<file path="src/rtl/step_conditioner.sv">
// Conditions a bouncy pushbutton and a data switch into a clean one-cycle step pulse,
// a press-sampled data bit, a debounced button level and a wrapping press counter.
module step_conditioner #(
  parameter int unsigned DEBOUNCE_CYCLES = 500000,
  parameter int unsigned CNT_WIDTH       = 20
) (
  input  logic       Clock,
  input  logic       Resetn,
  input  logic       key_n,
  input  logic       w_raw,
  output logic       step,
  output logic       w_out,
  output logic       key_down,
  output logic [7:0] step_count
);

  localparam int unsigned STEP_CNT_W = 8;
  localparam logic [CNT_WIDTH-1:0] CNT_LAST = CNT_WIDTH'(DEBOUNCE_CYCLES - 1);

  typedef enum logic [1:0] {
    IDLE,
    PRESS_WAIT,
    PRESSED,
    RELEASE_WAIT
  } state_e;

  logic                  key_meta_q, key_s_q;
  logic                  w_meta_q, w_s_q;
  state_e                state_q, state_d;
  logic [CNT_WIDTH-1:0]  cnt_q, cnt_d;
  logic                  step_q, step_d;
  logic                  w_out_q, w_out_d;
  logic                  key_down_q, key_down_d;
  logic [STEP_CNT_W-1:0] step_count_q, step_count_d;

  // Debounce FSM: a level change is accepted only after DEBOUNCE_CYCLES stable samples
  always_comb begin
    state_d      = state_q;
    cnt_d        = cnt_q;
    step_d       = 1'b0;
    w_out_d      = w_out_q;
    step_count_d = step_count_q;
    case (state_q)
      IDLE: begin
        if (!key_s_q) begin
          state_d = PRESS_WAIT;
          cnt_d   = '0;
        end
      end
      PRESS_WAIT: begin
        if (key_s_q) begin
          state_d = IDLE;
        end else if (cnt_q == CNT_LAST) begin
          state_d      = PRESSED;
          step_d       = 1'b1;
          w_out_d      = w_s_q;
          step_count_d = step_count_q + STEP_CNT_W'(1);
        end else begin
          cnt_d = cnt_q + CNT_WIDTH'(1);
        end
      end
      PRESSED: begin
        if (key_s_q) begin
          state_d = RELEASE_WAIT;
          cnt_d   = '0;
        end
      end
      RELEASE_WAIT: begin
        if (!key_s_q) begin
          state_d = PRESSED;
        end else if (cnt_q == CNT_LAST) begin
          state_d = IDLE;
        end else begin
          cnt_d = cnt_q + CNT_WIDTH'(1);
        end
      end
      default: begin
        state_d = IDLE;
        cnt_d   = '0;
      end
    endcase
    key_down_d = (state_d == PRESSED) || (state_d == RELEASE_WAIT);
  end

  // Synchronizers reset to the idle input levels (button released, switch low)
  always_ff @(posedge Clock or negedge Resetn) begin
    if (!Resetn) begin
      key_meta_q   <= 1'b1;
      key_s_q      <= 1'b1;
      w_meta_q     <= 1'b0;
      w_s_q        <= 1'b0;
      state_q      <= IDLE;
      cnt_q        <= '0;
      step_q       <= 1'b0;
      w_out_q      <= 1'b0;
      key_down_q   <= 1'b0;
      step_count_q <= '0;
    end else begin
      key_meta_q   <= key_n;
      key_s_q      <= key_meta_q;
      w_meta_q     <= w_raw;
      w_s_q        <= w_meta_q;
      state_q      <= state_d;
      cnt_q        <= cnt_d;
      step_q       <= step_d;
      w_out_q      <= w_out_d;
      key_down_q   <= key_down_d;
      step_count_q <= step_count_d;
    end
  end

  assign step       = step_q;
  assign w_out      = w_out_q;
  assign key_down   = key_down_q;
  assign step_count = step_count_q;

endmodule

</file>
<file path="config.mk">
export PLATFORM = sky130hd
export DESIGN_NAME = step_conditioner
export DESIGN_NICKNAME = d
export VERILOG_FILES = /design/src/rtl/step_conditioner.sv
export SDC_FILE = /design/constraint.sdc
export NUM_CORES = 1
export LEC_CHECK = 0
export CELL_PAD_IN_SITES_DETAIL_PLACEMENT = 0
export CELL_PAD_IN_SITES_GLOBAL_PLACEMENT = 1
export CORE_MARGIN = 2
export CORE_UTILIZATION = 40
export CTS_CLUSTER_SIZE = 24
export DETAILED_ROUTE_END_ITERATION = 8
export PLACE_DENSITY_LB_ADDON = 0.05
export SLEW_MARGIN = 40
export SYNTH_ARGS = -nofsm -noshare
export SYNTH_HDL_FRONTEND = slang
export SYNTH_SLANG_ARGS = --single-unit
</file>
<file path="constraint.sdc">
create_clock -name Clock -period 2.12 [get_ports Clock]
set_input_delay 0.424 -clock Clock [delete_from_list [all_inputs] [get_ports Clock]]
set_output_delay 0.424 -clock Clock [all_outputs]
set_load 0.01 [all_outputs]
</file>
==> results of run 1 <==
## timing repair
action,4_1_cts,5_1_grt
pin swaps,0,2
cloned,0,0
resized for setup,3,3
setup endpoints to repair,6,11
## critical path, stage by stage (launching register included)
cell	delay (ps)
dfrtp_1	370
ha_2	180
or3b_1	340
or4_4	450
nor4_4	150
buf_6	170
mux2_2	330
## placed cells by master (no fill, tap or decap), types with 3 or more instances in the layout
master	instances
nor3_1	6
a21oi_1	5
clkdlybuf4s50_1	13
nor2_1	15
nand2_1	16
dfrtp_1	35
nand4_1	8
o211ai_1	3
inv_1	3
clkbuf_8	5
xnor2_1	10
buf_4	19
xor2_1	10
and4_1	5
nand3_1	11
o21ai_0	6
## stage by stage
step	area (sq um)	utilization, %	TNS (ps)	setup WS, ps
floorplan	1758	-	-763.7	-161.2
global placement	2076	48.34	-5.637	-5.637
detailed placement	2078	48.40	-105.1	-27.98
CTS	2175	50.64	0	31.00
global route	2191	51.02	-277.1	-52.83
finish	2191	51.02	0	28.13
## power breakdown
group	internal (mW)	switching (mW)
combinational	0.0330	0.0484
sequential	0.719	0.00702
clock	0.231	0.232
total	0.982	0.287
## final cells by class
| cell class | count | area share, % |
|---|---|---|
| clock buffer | 7 | 3.484 |
| inverter | 3 | 0.5140 |
| timing repair buffer | 34 | 13.48 |
| multi-input combinational | 124 | 36.95 |
| clock inverter | 1 | 0.2284 |
| tap | 52 | 2.970 |
| sequential | 37 | 42.38 |
## flip-flops by register name, indices dropped and copies added (netlist names)
register    flops
step_count      8
key_down        1
w_out           1
step            1
cnt_q          20
key_s_q         1
key_meta_q      1
state_q         2
w_meta_q        1
w_s_q           1
## cell families (layout without fill, tap and decap cells)
family | count (synthesis) | in the layout | synth area share (%)
fa+ha+maj | 2 | 2 | 1.425
mux | 2 | 2 | 1.283
buf+inv | 9 | 45 | 2.495
simple gates | 80 | 80 | 24.95
flops | 37 | 37 | 52.89
xor+xnor | 20 | 20 | 9.978
compound gates | 20 | 20 | 6.985
## per-layer routing
| metal | global-route usage (%) | up-vias | share of wire [%] |
|---|---|---|---|
| li1 | - | 670 | - |
| met1 | 21.61 | 652 | 50 |
| met2 | 26.52 | 20 | 47 |
| met3 | 4.762 | 4 | 2.5 |
| met4 | 3.846 | 0 | 0.72 |
| met5 | 0 | - | 0 |
## final timing paths
| check | startpoint | endpoint | slack [ps] | depth (start not counted) |
|---|---|---|---|---|
| max in group asynchronous | Resetn | key_s_q | 1670 | 1 |
| max | cnt_q[1] | w_out | 30 | 6 |
| min in group Clock | w_meta_q | w_s_q | 350 | 0 |
| max reg2reg | cnt_q[1] | w_out | 30 | 6 |
| min reg2reg | w_meta_q | w_s_q | 350 | 0 |
| min | Resetn | cnt_q[8] | 90 | 1 |
==> flow_summary.json, run 1 <==
{
  "yosys.area.top_type": "dfrtp_1",
  "worst_pin_slew_ps": 658.1,
  "synth_area_leaders": "dfrtp_1 (50%), xnor2_1 (5.0%), xor2_1 (5.0%), nand2_1 (3.4%), nor2_1 (3.4%)",
  "hold_slack_ps": 88.62,
  "cts.path.max_buffers": 2,
  "area_growth_pct": 24.80,
  "yosysUniqueCellTypes": 34,
  "min_period_ps": 2092,
  "fmax_mhz": 478.0,
  "track_usage_pct": 16.34,
  "hp-class": "in2async",
  "place.detailed.hpwl_mm": 2.664,
  "multi_input_area_sq_um": 809.5,
  "fillers": 424,
  "cts-buffers-inserted": 5,
  "syn_area_sq_um": 1755,
  "drt-initial-drc-count": 91,
  "syn_nets": 176,
  "cts_hold_buf": 0,
  "ys_dominant_reg_cell": "dfrtp_1",
  "max_cap_viol_count": 0,
  "antenna_found_initial": 0,
  "rsz0062_at_grt": "yes",
  "cts_root_buf": "clkbuf_8",
  "insertion_delay_ps": 280,
  "end_kind": "flip-flop",
  "diodes": 0,
  "die_h_um": 70.25,
  "p_per_area_nw_per_um2": 579.5,
  "die-area_sq_um": 4934,
  "skew_ps": 11.64,
  "rows": 24,
  "drive_above_1_share_pct": 18.93,
  "async_flop_share_pct": 100.0,
  "pin_count": 15,
  "finalPower_mw": 1.269,
  "final.period_utilization_pct": 98.67,
  "yosysMostFrequentCell": "dfrtp_1",
  "grt_max_degree": 38,
  "cts_setup_buffers": 0,
  "drtAntennaViolNets": 0,
  "required_ps": 2290,
  "globalplace.congestion": 0.8039,
  "fin_cells": 258,
  "finalHoldViolCount": 0,
  "max-vdd-ir-drop_uv": 351.6,
  "slew_viol_final": 0,
  "wl_mm": 3.587,
  "regArea_sq_um": 928.4,
  "die_x_um": 70.25,
  "synth_commonest_cells": "dfrtp_1 (35), nand2_1 (16), nor2_1 (16)",
  "vias_per_cell": 5.217,
  "clkTransAtPathRegs_ps": 70,
  "cts_tree": "yes",
  "synth_cells": 170,
  "cts.sinks": 37,
  "initial_core_util_pct": 40.88,
  "post-synth-top-area-fraction_pct": 49.89,
  "overflow": 0,
  "ys_seq_area_share_pct": 52.89,
  "placedCellCount": 250,
  "nNetsFinal": 211,
  "synth_edf_count": 0,
  "h-tree-depth": 2,
  "core_sq_um": 4294,
  "drc": 0,
  "synth_area_per_cell_sq_um": 10.33,
  "start_kind": "flip-flop",
  "num_vias": 1346,
  "grt_first_pass_wirelength_mm": 6.327,
  "maxSlewHeadroom_pct": 56.08,
  "worst-setup-path-type": "reg2reg",
  "worst_ep_arrival_time_ps": 2270,
  "synth_warnings": 0,
  "post_drt_wl_per_cell_um": 13.90,
  "synth.ff_latch_count": 37,
  "first_pass_iters": 6,
  "p_leak_nw": 0.9328,
  "place.port_buffers": 14,
  "grt_pass1_vias": 1367,
  "cp_max_fo": 9,
  "status": "finished, final reports clean",
  "final-setup-viol-count": 0
}
Power figures use the tool's default switching activity.
==> run 2, diff against run 1 <==
CAP_MARGIN = 20   (was unset)
TNS_END_PERCENT = 1   (was unset)
==> flow_summary.json, run 2 (synthesis results as in run 1) <==
{
  "cts-buffers-inserted": 5,
  "regMostFlops": "cnt_q",
  "mostFrequentLayoutCell": "dfrtp_1",
  "track_usage_pct": 17.33,
  "min_period_ps": 2098,
  "p_leak_nw": 0.9699,
  "max_cap_viol_count": 0,
  "drc": 0,
  "grt_first_pass_wirelength_mm": 6.561,
  "cp-startpoint": "cnt_q[1]",
  "fmax_mhz": 476.6,
  "layout_common_cells": "dfrtp_1 (35), buf_4 (22), nand2_1 (16)",
  "cts.sinks": 37,
  "dpl_worst_slack_ps": -3.274,
  "grt_max_degree": 38,
  "rows": 24,
  "antenna_found_initial": 0,
  "diodes": 0,
  "drive_above_1_share_pct": 20.10,
  "clkTransAtPathRegs_ps": 80,
  "nNetsFinal": 214,
  "post_drt_wl_per_cell_um": 14.30,
  "cp_max_fo": 9,
  "cts_tree": "yes",
  "final.period_utilization_pct": 98.96,
  "wl_mm": 3.732,
  "rrSetupSlack_ps": 20,
  "cts_hold_buf": 0,
  "status": "finished, final reports clean",
  "place.port_buffers": 14,
  "end_kind": "flip-flop",
  "initial_core_util_pct": 40.88,
  "worst_ep_arrival_time_ps": 2280,
  "timing.final.ws_setup_ps": 21.99,
  "largest_reg_flops": 20,
  "drtAntennaViolNets": 0,
  "die_x_um": 70.25,
  "first_pass_iters": 4,
  "worst_pin_slew_ps": 654.1,
  "die_h_um": 70.25,
  "place.detailed.hpwl_mm": 2.727,
  "fin_util_pct": 52.27,
  "slew_viol_final": 0,
  "rsz0062_at_grt": "yes",
  "hp-class": "in2async",
  "vias_per_cell": 5.307,
  "num_vias": 1385,
  "area_growth_pct": 27.87,
  "skew_ps": 9.407,
  "globalplace.congestion": 0.8408,
  "overflow": 0,
  "die-area_sq_um": 4934,
  "required_ps": 2300,
  "drt-initial-drc-count": 97,
  "worst-setup-path-type": "reg2reg",
  "timing.rr.start": "cnt_q[1]",
  "cts.path.max_buffers": 2,
  "core_sq_um": 4294,
  "grt_pass1_vias": 1359,
  "finalHoldViolCount": 0,
  "start_kind": "flip-flop",
  "final-setup-viol-count": 0,
  "insertion_delay_ps": 290,
  "max-vdd-ir-drop_uv": 389.6,
  "cts_root_buf": "clkbuf_8",
  "h-tree-depth": 2,
  "maxSlewHeadroom_pct": 56.34,
  "pin_count": 15,
  "fillers": 406,
  "r2r_end": "step_count[1]",
  "rr_worst_depth": 6,
  "p_per_area_nw_per_um2": 640.6
}
## run 2: layout make-up
class	instances	area (sq um)	share of cell area, %
flip-flops and latches	37	928.4	41.36
multi-input cells	124	805.8	35.90
repair buffers	37	317.8	14.16
clock buffers	7	86.33	3.846
well taps	52	65.06	2.899
clock inverters	1	30.03	1.338
inverters	3	11.26	0.5017
## run 2: power by group
group / internal [mW] / total, mW / switching [mW] / leakage [nW]
logic: 0.0324 / 0.0807 / 0.0483 / 0.410
clock network: 0.384 / 0.632 / 0.249 / 0.0585
registers: 0.718 / 0.725 / 0.00622 / 0.501
total: 1.13 / 1.44 / 0.303 / 0.970
## run 2: layer usage
| metal | vias up | track usage, % | wire length, um |
|---|---|---|---|
| met4 | 0 | 7.479 | 82 |
| met3 | 9 | 4.329 | 124 |
| met5 | - | 0 | 0 |
| met1 | 674 | 23.60 | 1779 |
| met2 | 23 | 26.21 | 1746 |
| li1 | 679 | - | - |
## run 2: worst max path at each step
stage                    end
2_1_floorplan  step_count[1]
3_3_place_gp           w_out
3_5_place_dp   step_count[1]
4_1_cts             cnt_q[9]
5_1_grt        step_count[1]
6_report       step_count[1]
## run 2: metrics by stage
step	area, sq um	hold slack (ps)	std cells	setup TNS [ps]	total power [mW]
3_3_place_gp	2088	331.5	252	0	0.8160
4_1_cts	2215	249.1	260	0	1.460
3_5_place_dp	2091	345.7	252	-3.274	0.8189
2_1_floorplan	1755	128.4	170	-894.3	0.7701
6_report	2245	75.89	261	0	1.438
5_1_grt	2245	103.2	261	-233.3	1.507
## run 2: critical path: stages, from the launching register on
cell	delay (ps)
dfrtp_1	360
ha_1	160
or3b_1	350
or4_4	460
nor4_4	160
buf_6	170
mux2_2	330
## run 2: repair_timing
| action | 4_1_cts | 5_1_grt |
|---|---|---|
| endpoints found under the setup margin | 3 | 12 |
| buffers inserted | 0 | 1 |
| gates resized for setup | 2 | 4 |
==> run 3, diff against run 2 <==
REMOVE_ABC_BUFFERS = 1   (was unset)
SETUP_SLACK_MARGIN = 0.02   (was unset)
==> flow_summary.json, run 3 (synthesis results as in run 1) <==
{
  "status": "finished, final reports clean",
  "timing.final.ws_setup_ps": 66.14,
  "end_kind": "flip-flop",
  "die-area_sq_um": 4934,
  "grt_pass1_vias": 1335,
  "grt_first_pass_wirelength_mm": 6.244,
  "grt_use_met2_pct": 25.05,
  "p_per_area_nw_per_um2": 577.9,
  "die_h_um": 70.25,
  "met3_usage_pct": 4.329,
  "hold_slack_ps": 76.46,
  "regMostFlops": "cnt_q",
  "skew_ps": 9.140,
  "die_x_um": 70.25,
  "regArea_sq_um": 928.4,
  "cts_hold_buf": 0,
  "core_sq_um": 4294,
  "antenna_found_initial": 0,
  "slowest_stage": "or4_4",
  "wl_mm": 3.681,
  "post_drt_wl_per_cell_um": 14.10,
  "drtAntennaViolNets": 0,
  "grt_max_degree": 38,
  "crit_chain": "ha_1, or3b_1, or4_4, nor4_4, buf_6, mux2_2",
  "cts-buffers-inserted": 5,
  "fillers": 402,
  "max-vdd-ir-drop_uv": 348.8,
  "initial_core_util_pct": 40.88,
  "rsz0062_at_grt": "yes",
  "worst-setup-path-type": "reg2reg",
  "min_period_ps": 2054,
  "overflow": 0,
  "fin_cells": 261,
  "placed_cell_area_sq_um": 2101,
  "cts.path.max_buffers": 2,
  "path_buf_inv": 1,
  "drc": 0,
  "placedCellCount": 253,
  "met1_usage_pct": 22.31,
  "clkTransAtPathRegs_ps": 70,
  "insertion_delay_ps": 290,
  "finalHoldViolCount": 0,
  "multi_input_area_sq_um": 799.5,
  "final.period_utilization_pct": 96.88,
  "slew_viol_final": 0,
  "cp_max_fo": 9,
  "track_usage_pct": 16.23,
  "h-tree-depth": 2,
  "globalplace.congestion": 0.7985,
  "first_pass_iters": 4,
  "fmax_mhz": 486.9,
  "diodes": 0,
  "dpl_worst_slack_ps": 2.383,
  "layout_common_cells": "dfrtp_1 (35), buf_4 (22), nand2_1 (16), nor2_1 (16), clkdlybuf4s50_1 (13)",
  "largest_reg_flops": 20,
  "hp-class": "in2async",
  "cts_root_buf": "clkbuf_8",
  "rows": 24,
  "worst_pin_slew_ps": 531.4,
  "place.port_buffers": 14,
  "critPathTopFamily": "simple AND/OR/NAND/NOR gates",
  "mostFrequentLayoutCell": "dfrtp_1",
  "cts.sinks": 37,
  "area_growth_pct": 25.59,
  "required_ps": 2300,
  "nNetsFinal": 214,
  "grt-busiest-layer": "met2",
  "start_kind": "flip-flop",
  "cts_tree": "yes",
  "maxSlewHeadroom_pct": 64.38,
  "worst_ep_arrival_time_ps": 2230,
  "drive_above_1_share_pct": 19.14,
  "vias_per_cell": 5.318,
  "final-setup-viol-count": 0,
  "drt-initial-drc-count": 78,
  "p_leak_nw": 0.9562,
  "num_vias": 1388,
  "cts_setup_buffers": 0,
  "crit_path_max_incr_delay_ps": 440,
  "place.detailed.hpwl_mm": 2.755,
  "stdcell_area_sq_um": 2205,
  "pin_count": 15,
  "max_cap_viol_count": 0
}
-- run 3: through the flow --
stage	power [mW]	setup TNS, ps	util, %
finish	1.274	0	51.34
global route	1.338	-162.1	51.34
CTS	1.301	0	51.02
detailed placement	0.8166	0	48.92
global placement	0.8152	0	48.81
floorplan	0.7684	-940.1	-
-- run 3: metal layers --
layer	wire length, um	part of all wire [%]
met1	1792	49
met3	133	3.6
met2	1706	46
met5	0	0
met4	48	1.3
-- run 3: timing repair --
action,4_1_cts,5_1_grt
gates resized for setup,2,3
endpoints found under the setup margin,2,10
hold endpoints to repair,0,0
-- run 3: path summary, 6_finish.rpt --
path | cells after the start | from | end | slack [ps]
worst max-delay path | 6 | cnt_q[1] | step_count[1] | 70
worst min-delay path | 1 | Resetn | cnt_q[8] | 80
worst max register to register | 6 | cnt_q[1] | step_count[1] | 70
worst min register to register | 0 | w_meta_q | w_s_q | 350
max in group asynchronous | 1 | Resetn | key_s_q | 1670
min in group Clock | 0 | w_meta_q | w_s_q | 350
-- run 3: final cells by class --
type	instances	area share (%)
clock inverters	2	0.4540
inverters	3	0.5108
clock buffers	6	3.292
repair buffers	37	14.42
well taps	52	2.951
flip-flops and latches	37	42.11
multi-input cells	124	36.27
-- run 3: power by group --
group | switching [mW] | total (mW) | internal (mW) | leakage (nW)
logic | 0.0458 | 0.0778 | 0.0320 | 0.410
registers | 0.00738 | 0.726 | 0.719 | 0.501
clock network | 0.242 | 0.470 | 0.228 | 0.0450
total | 0.296 | 1.27 | 0.978 | 0.956
